## src/rtl/fractal_render.sv

```systemverilog
// rtl/fractal_render.sv - Mandelbrot escape-time renderer writing one count per pixel into a frame buffer.
// Optional FRACTAL_AUTO_RESTART_EN: chain frames back-to-back from DONE, re-latching the view inputs.
module fractal_render #(
    parameter int W      = 16,
    parameter int FRAC   = 12,
    parameter int HRES   = 640,
    parameter int VRES   = 480,
    parameter int ITER_W = 7,
    parameter int ADDR_W = 19
) (
    input  logic              Clk_100M,
    input  logic              reset,
    input  logic              start,
    input  logic [W-1:0]      start_x,
    input  logic [W-1:0]      start_y,
    input  logic [W-1:0]      step_x,
    input  logic [W-1:0]      step_y,
    input  logic [ITER_W-1:0] max_iter,
    output logic              busy,
    output logic              done,
    output logic [ADDR_W-1:0] addr_w,
    output logic [ITER_W-1:0] din,
    output logic              wea
);

    localparam int COL_W  = (HRES > 1) ? $clog2(HRES) : 1;
    localparam int LINE_W = $clog2(VRES + 1);
    localparam logic signed [2*W:0] ESC_LIM =
        {{(2*W-2-2*FRAC){1'b0}}, 3'b100, {(2*FRAC){1'b0}}};

    typedef enum logic [2:0] {S_IDLE, S_LOAD, S_ITER, S_WRITE, S_DONE} state_t;

    state_t r_state;
    state_t w_next;

    logic signed [W-1:0]  r_sx, r_stx, r_sty;
    logic signed [W-1:0]  r_cx, r_cy;
    logic signed [W-1:0]  r_zx, r_zy;
    logic [ITER_W-1:0]    r_max;
    logic [ITER_W-1:0]    r_iter;
    logic [COL_W-1:0]     r_col;
    logic [LINE_W-1:0]    r_line;
    logic [ADDR_W-1:0]    r_addr;
    logic [ITER_W-1:0]    r_din;

    logic signed [2*W-1:0] w_zx_ext, w_zy_ext;
    logic signed [2*W-1:0] w_xx, w_yy, w_xy;
    logic signed [2*W:0]   w_mag, w_diff, w_xy2, w_diff_sh, w_xy2_sh;
    logic                  w_escape, w_limit, w_last_col, w_last_pix, w_new_frame;

    // Operands are sign-extended to 2W so the low 2W product bits are the exact signed product.
    assign w_zx_ext  = {{W{r_zx[W-1]}}, r_zx};
    assign w_zy_ext  = {{W{r_zy[W-1]}}, r_zy};
    assign w_xx      = w_zx_ext * w_zx_ext;
    assign w_yy      = w_zy_ext * w_zy_ext;
    assign w_xy      = w_zx_ext * w_zy_ext;
    assign w_mag     = {w_xx[2*W-1], w_xx} + {w_yy[2*W-1], w_yy};
    assign w_diff    = {w_xx[2*W-1], w_xx} - {w_yy[2*W-1], w_yy};
    assign w_xy2     = {w_xy, 1'b0};
    assign w_diff_sh = w_diff >>> FRAC;
    assign w_xy2_sh  = w_xy2 >>> FRAC;

    assign w_escape   = (w_mag > ESC_LIM);
    assign w_limit    = (r_iter == r_max);
    assign w_last_col = (r_col == COL_W'(HRES - 1));
    assign w_last_pix = w_last_col && (r_line == LINE_W'(VRES - 1));

`ifdef FRACTAL_AUTO_RESTART_EN
    assign w_new_frame = ((r_state == S_IDLE) && start) || (r_state == S_DONE);
`else
    assign w_new_frame = (r_state == S_IDLE) && start;
`endif

    always_ff @(posedge Clk_100M or posedge reset) begin
        if (reset) begin
            r_state <= S_IDLE;
        end else begin
            r_state <= w_next;
        end
    end

    always_comb begin
        w_next = r_state;
        case (r_state)
            S_IDLE:  if (start) w_next = S_LOAD;
            S_LOAD:  w_next = S_ITER;
            S_ITER:  if (w_escape || w_limit) w_next = S_WRITE;
            S_WRITE: w_next = w_last_pix ? S_DONE : S_LOAD;
`ifdef FRACTAL_AUTO_RESTART_EN
            S_DONE:  w_next = S_LOAD;
`else
            S_DONE:  w_next = S_IDLE;
`endif
            default: w_next = S_IDLE;
        endcase
    end

    always_comb begin
        wea  = (r_state == S_WRITE);
        done = (r_state == S_DONE);
`ifdef FRACTAL_AUTO_RESTART_EN
        busy = (r_state != S_IDLE);
`else
        busy = (r_state == S_LOAD) || (r_state == S_ITER) || (r_state == S_WRITE);
`endif
    end

    always_ff @(posedge Clk_100M or posedge reset) begin
        if (reset) begin
            r_sx   <= '0;
            r_stx  <= '0;
            r_sty  <= '0;
            r_max  <= '0;
            r_cx   <= '0;
            r_cy   <= '0;
            r_zx   <= '0;
            r_zy   <= '0;
            r_iter <= '0;
            r_col  <= '0;
            r_line <= '0;
            r_addr <= '0;
            r_din  <= '0;
        end else begin
            // View parameters are captured once per frame; later input changes are invisible.
            if (w_new_frame) begin
                r_sx   <= start_x;
                r_stx  <= step_x;
                r_sty  <= step_y;
                r_max  <= max_iter;
                r_cx   <= start_x;
                r_cy   <= start_y;
                r_col  <= '0;
                r_line <= '0;
                r_addr <= '0;
            end
            case (r_state)
                S_LOAD: begin
                    r_zx   <= '0;
                    r_zy   <= '0;
                    r_iter <= '0;
                end
                S_ITER: begin
                    if (w_escape || w_limit) begin
                        r_din <= r_iter;
                    end else begin
                        r_zx   <= w_diff_sh[W-1:0] + r_cx;
                        r_zy   <= w_xy2_sh[W-1:0] + r_cy;
                        r_iter <= r_iter + ITER_W'(1);
                    end
                end
                S_WRITE: begin
                    r_addr <= r_addr + ADDR_W'(1);
                    if (w_last_col) begin
                        r_col  <= '0;
                        r_cx   <= r_sx;
                        r_line <= r_line + LINE_W'(1);
                        r_cy   <= r_cy + r_sty;
                    end else begin
                        r_col <= r_col + COL_W'(1);
                        r_cx  <= r_cx + r_stx;
                    end
                end
                default: ;
            endcase
        end
    end

    assign addr_w = r_addr;
    assign din    = r_din;

endmodule

```

## config.mk

```make
export PLATFORM = sky130hd
export DESIGN_NAME = fractal_render
export DESIGN_NICKNAME = d
export VERILOG_FILES = /design/src/rtl/fractal_render.sv
export SDC_FILE = /design/constraint.sdc
export NUM_CORES = 2
export LEC_CHECK = 0
export ABC_AREA = 0
export BUFFER_PORTS_ARGS = -buffer_cell sky130_fd_sc_hd__buf_2
export CORE_ASPECT_RATIO = 1.4
export CORE_UTILIZATION = 66
export CTS_BUF_LIST = sky130_fd_sc_hd__clkbuf_8
export DETAILED_ROUTE_END_ITERATION = 16
export GPL_ROUTABILITY_DRIVEN = 0
export PLACE_DENSITY = 0.87
export SYNTH_ARGS = -nofsm -noshare
export SYNTH_HDL_FRONTEND = slang
export SYNTH_SLANG_ARGS = --single-unit
```

## constraint.sdc

```tcl
create_clock -name Clk_100M -period 18.6 [get_ports Clk_100M]
set_input_delay 3.72 -clock Clk_100M [delete_from_list [all_inputs] [get_ports Clk_100M]]
set_output_delay 3.72 -clock Clk_100M [all_outputs]
set_load 0.02 [all_outputs]
```

# Word level (Yosys, flattened, before mapping)
# Cells that the tools add are included.
# word_totals
register_bits	174
input_bits	74
elab_cells	73
# classes
mux	24
order_cmp	1
multipliers	3
n_eq_ne	10
addsub	10
n_reduce_logical	11
# op_table
cell	n
$mux 16	8
$add 16x16->16	4
$mul 16x16->32	2
$pmux 16 s2	2
$mux 19	2
$add 32x32->33	1
$gt 33x28->1 const B	1
$mux 10	3
$sub 28x28->28	1
$mul 16x16->27	1
$mux 9	3
$add 19x1->19 const B	1
$pmux 7 s2	1
$pmux 3 s4	1
$add 10x1->10 const B	1
$eq 10x10->1 const B	1
$add 9x1->9 const B	1
$eq 9x9->1 const B	1
$mux 3	3
$add 7x1->7 const B	1
$eq 7x7->1	1
$mux 7	1
$eq 3x2->1 const B	2
$ne 2x2->1 const B	3
other kinds (7)	13

# Logic depth before layout (Yosys ltp)
# depth
ltp_word	6
mapped_depth	44
depth_no_buf	42

# Worst setup path after synthesis
# No wires, ideal clock.
# synth_timing
kind	reg-to-reg
from	register r_zx[10]
to	register r_zx[15]
t_required_ps	18490
period_less_slack_ps	9232
arrival_time_ps	9122
stages_incl_launch_ff	40
setup_time_ps	110
setup_slack_ps	9368
cell_sequence	dfrtp_1 clkbuf_1 clkbuf_1 nand2_1 fa_1 fa_1 fa_1 inv_1 fa_1 fa_1 inv_1 fa_1 inv_1 ha_1 a211o_1 or3_1 o21ai_0 xnor2_1 [4 not listed] a211oi_1 a211oi_1 nor2b_1 nor2_1 nor2_1 o21bai_1 xnor2_1 ha_1 nor3_1 o21ai_0 nand2_1 o21ai_0 o41ai_1 o311ai_0 a21oi_1 xnor2_1 a211oi_1 o41ai_1
# synth_via
elab_chain_len	6
elab_cells_between_ends	10
cone_classes	3 x add/sub; 1 x mul; 1 x order compare; 1 x eq/ne; 2 x mux; 2 x reduce/logical
# synth_rtl
element	line	source
start: declaration	38	logic signed [W-1:0] r_zx, r_zy;
start signal: assignment	146	r_zx <= w_diff_sh[W-1:0] + r_cx;
$mul 16x16->32 (*)	54	assign w_xx = w_zx_ext * w_zx_ext;
$add 32x32->33	57	assign w_mag = {w_xx[2*W-1], w_xx} + {w_yy[2*W-1], w_yy};
$gt 33x28->1	63	assign w_escape = (w_mag > ESC_LIM);
$logic_or 1x1->1	143	if (w_escape || w_limit) begin
$ne 2x2->1 (no line)	n/a	
$reduce_and 2->1 (no line)	n/a	
# Mark *: on every way between the ends. The rest lies on a longest branch, timed or not. The select of a mux whose other input is x is not followed.
# A chain may end at the register's enable or synchronous reset.

# Final worst setup path
# layout_timing
from	register r_zy[6]
to	register r_zx[15]
# layout_via
elab_chain_len	6
elab_cells_between_ends	10
cone_classes	3 x add/sub; 1 x mul; 1 x order compare; 1 x eq/ne; 2 x mux; 2 x reduce/logical
# layout_rtl
element	line	source
start: declaration	38	
start signal: assignment	147	r_zy <= w_xy2_sh[W-1:0] + r_cy;
$mul 16x16->32 (*)	55	assign w_yy = w_zy_ext * w_zy_ext;
$add 32x32->33	57	
$gt 33x28->1	63	
$logic_or 1x1->1	143	
$ne 2x2->1 (no line)	n/a	
$reduce_and 2->1 (no line)	n/a	
# Marks and branches as above.

==> metrics.txt <==
via count between 30000 and 40000; antenna violations before repair 9; startpoint types register; nets approximately 5600; Synth async-reset ratio 1.00; Avg WL per Cell 20.6 µm; final setup vio count 0; FMAX slightly above 90 MHz; Slowest Stage Delay on Critical Path between 1 and 1.5 ns; die area ~60000 µm²; Final Hold Viols 0; antenna-violating nets left 0; row cnt between 100 and 150; clock root cell clkbuf_8; Post-Synthesis Cells around 4500; Worst EP required ~19 ns; Worst path top cell family by delay compound AO/OA/AOI/OAI gates; Synth Warn # 0; Iteration-0 DRC Markers between 2000 and 2500; hold crit path type reg2reg; post-synthesis sequential area ratio 0.112; Post-CTS Setup Inserts 0; Worst Setup End Kind register; Post-Layout Cell Count approximately 5200; layout cell share with drive strength beyond 1 0.0502; min cycle time layout 10.85 ns; CTS tree yes; placed cells 5170; number of max-cap violations 1; overall routing resource usage 0.379; Starting Density 0.671; first-pass detailed-route iteration total 6; clock buffer depth 2; synthesized net count 5601; # DRC 0; post-cts resize count 0; Netlist Area Pre-Place 38800 µm²; crit path kind reg2reg; CTS sink cnt ~170; worst-path fanout max 29; Worst-Margin Slew approximately 1.5 ns; post-DP HPWL about 84 mm; period utilization 0.583; vias in the first global route approximately 34000; Post-synth top flop dfrtp_1; H-tree lvl count 4; hold slack 0.484 ns; core area roughly 58000 µm²; violated checks max-capacitance violations; Crit-path slowest cell o41ai_1; outcome finished, violations left; Vias per Instance approximately 6; RSZ-0062 raised after global routing false; EDFF count, synth 0; Congestion Overflow GR 0; Chip Width ~210 µm; WP buf/inv 6; Clk Latency, worst-skew pair 0.52 ns; flip-flop and latch count after synthesis 174; Die H 289 µm; Worst-path clk slew between 0.1 and 0.15 ns; Fin Setup TNS 0 ns; number of I/O pins around 100; mean area per synthesized cell ~8.7 µm²; Slew HR 0.00445; area growth from synthesis to layout 3.89%; CTS Hold Bufs 0; CP arrival approximately 11 ns; Cell variety after synth 76; largest net degree at the start of global routing just over 100; skew final roughly 0.021 ns; Total Wirelength roughly 110 mm; count of final max-slew check failures 0; number of port buffers ~100; cts bufs inserted 17; global-route wire length before repair around 170 mm
[through the flow]
| stage | setup slack, ns | util | cell area (µm²) |
|---|---|---|---|
| after floorplan | 9.37 | - | 38800 |
| after global placement | 8.33 | 0.690 | 39900 |
| after detailed placement | 8.07 | 0.690 | 39900 |
| after CTS | 8.02 | 0.697 | 40300 |
| after global routing | 7.04 | 0.698 | 40300 |
| final | 7.75 | 0.698 | 40300 |
[state kept, by name (all words and copies together), names as in the netlist, 10 cells and up]
signal / count
r_cx: 16
addr_w: 19
r_sx: 16
r_sty: 16
r_stx: 16
r_zy: 16
r_col: 10
r_zx: 16
r_cy: 16
[cell type report]
type	instances	area (µm²)
clock inverter	14	158
timing repair buffer	146	841
fill	4260	17500
tap	742	928
antenna	7	17.5
multi-input combinational	3116	30000
clock buffer	18	248
sequential	174	4350
inverter	992	3730
[worst register-to-register path: cells and delay by family, from the launching register on]
kind / cells / cell delay (ns)
AOI/OAI and AO/OA: 11 / 4.03
adders and majority gates: 9 / 3.66
and+or+nand+nor: 7 / 1.16
buffers and inverters: 6 / 0.75
xor gates and xnor gates: 3 / 0.63
DFF: 1 / 0.48
[routing by layer]
metal / share of wire / global-route usage / vias up
met5: 0.00032 / 0 / -
met4: 0.10 / 0.318 / 6
met3: 0.090 / 0.0832 / 720
met2: 0.50 / 0.637 / 1808
met1: 0.31 / 0.404 / 15600
li1: - / - / 13700
[cells in the final DEF, fill, tap and decap left out, types with 7 or more instances in the layout]
cell type  synthesis  layout
inv_1            984     985
fa_1             696     696
nand2_1          578     578
ha_1             371     371
nor2_1           248     248
dfrtp_1          174     174
o21ai_0          143     143
and2_1           142     142
xnor2_1          141     141
a21oi_1          126     126
buf_2             11     102
nand3_1           66      66
xor2_1            62      62
nor3_1            49      49
buf_4              1      44
a21o_1            42      42
o211ai_1          35      35
nor2b_1           34      34
nand2b_1          24      24
mux2i_1           24      24
and3_1            23      23
o21a_1            23      23
nand4_1           22      22
o21bai_1          22      22
o22ai_1           22      22
a31oi_1           19      19
clkbuf_8           0      18
a211oi_1          16      16
or3_1             15      15
a21boi_0          14      14
or2_2             13      13
o41ai_1           11      11
o31ai_1           11      11
mux2_2            11      11
a22oi_1            9       9
a31o_2             9       9
a211o_1            8       8
diode_2            0       7
nor3b_1            7       7
a2111oi_0          7       7
[Yosys cell counts (all sizes together), types with 24 or more instances]
cell type / n / area [µm²]
nor3: 49 / 245
a21o: 42 / 315
mux2i: 24 / 240
inv: 987 / 3700
nand2b: 24 / 150
buf: 25 / 126
nand3: 66 / 330
nor2: 248 / 931
o211ai: 35 / 263
a21oi: 127 / 639
and2: 142 / 888
xnor2: 141 / 1230
fa: 696 / 13900
o21ai: 144 / 721
clkbuf: 153 / 574
nor2b: 34 / 213
dfrtp: 174 / 4350
ha: 371 / 4640
nand2: 578 / 2170
xor2: 62 / 543
[final timing paths]
check,start,end,slack (ns),cells past startpoint
hold reg to reg,r_sx[14],r_sx[14],0.48,2
setup / recovery,r_zy[6],r_zx[15],7.75,36
min in group asynchronous,reset,r_cx[5],3.43,2
max in group asynchronous,reset,addr_w[11],13.58,3
setup reg to reg,r_zy[6],r_zx[15],7.75,36
hold / removal,r_sx[14],r_sx[14],0.48,2
[logic make-up after synthesis]
| logic type | Yosys count | share of synthesized area |
|---|---|---|
| mux | 35 | 0.00939 |
| simple gates | 1252 | 0.146 |
| flops | 174 | 0.112 |
| xor+xnor | 203 | 0.0458 |
| compound gates | 559 | 0.0932 |
| fa+ha+maj | 1067 | 0.479 |
| buf+inv | 1170 | 0.114 |
Power is not shown: default switching activity piles up to over one toggle a cycle in this logic, so the estimate is an artifact.
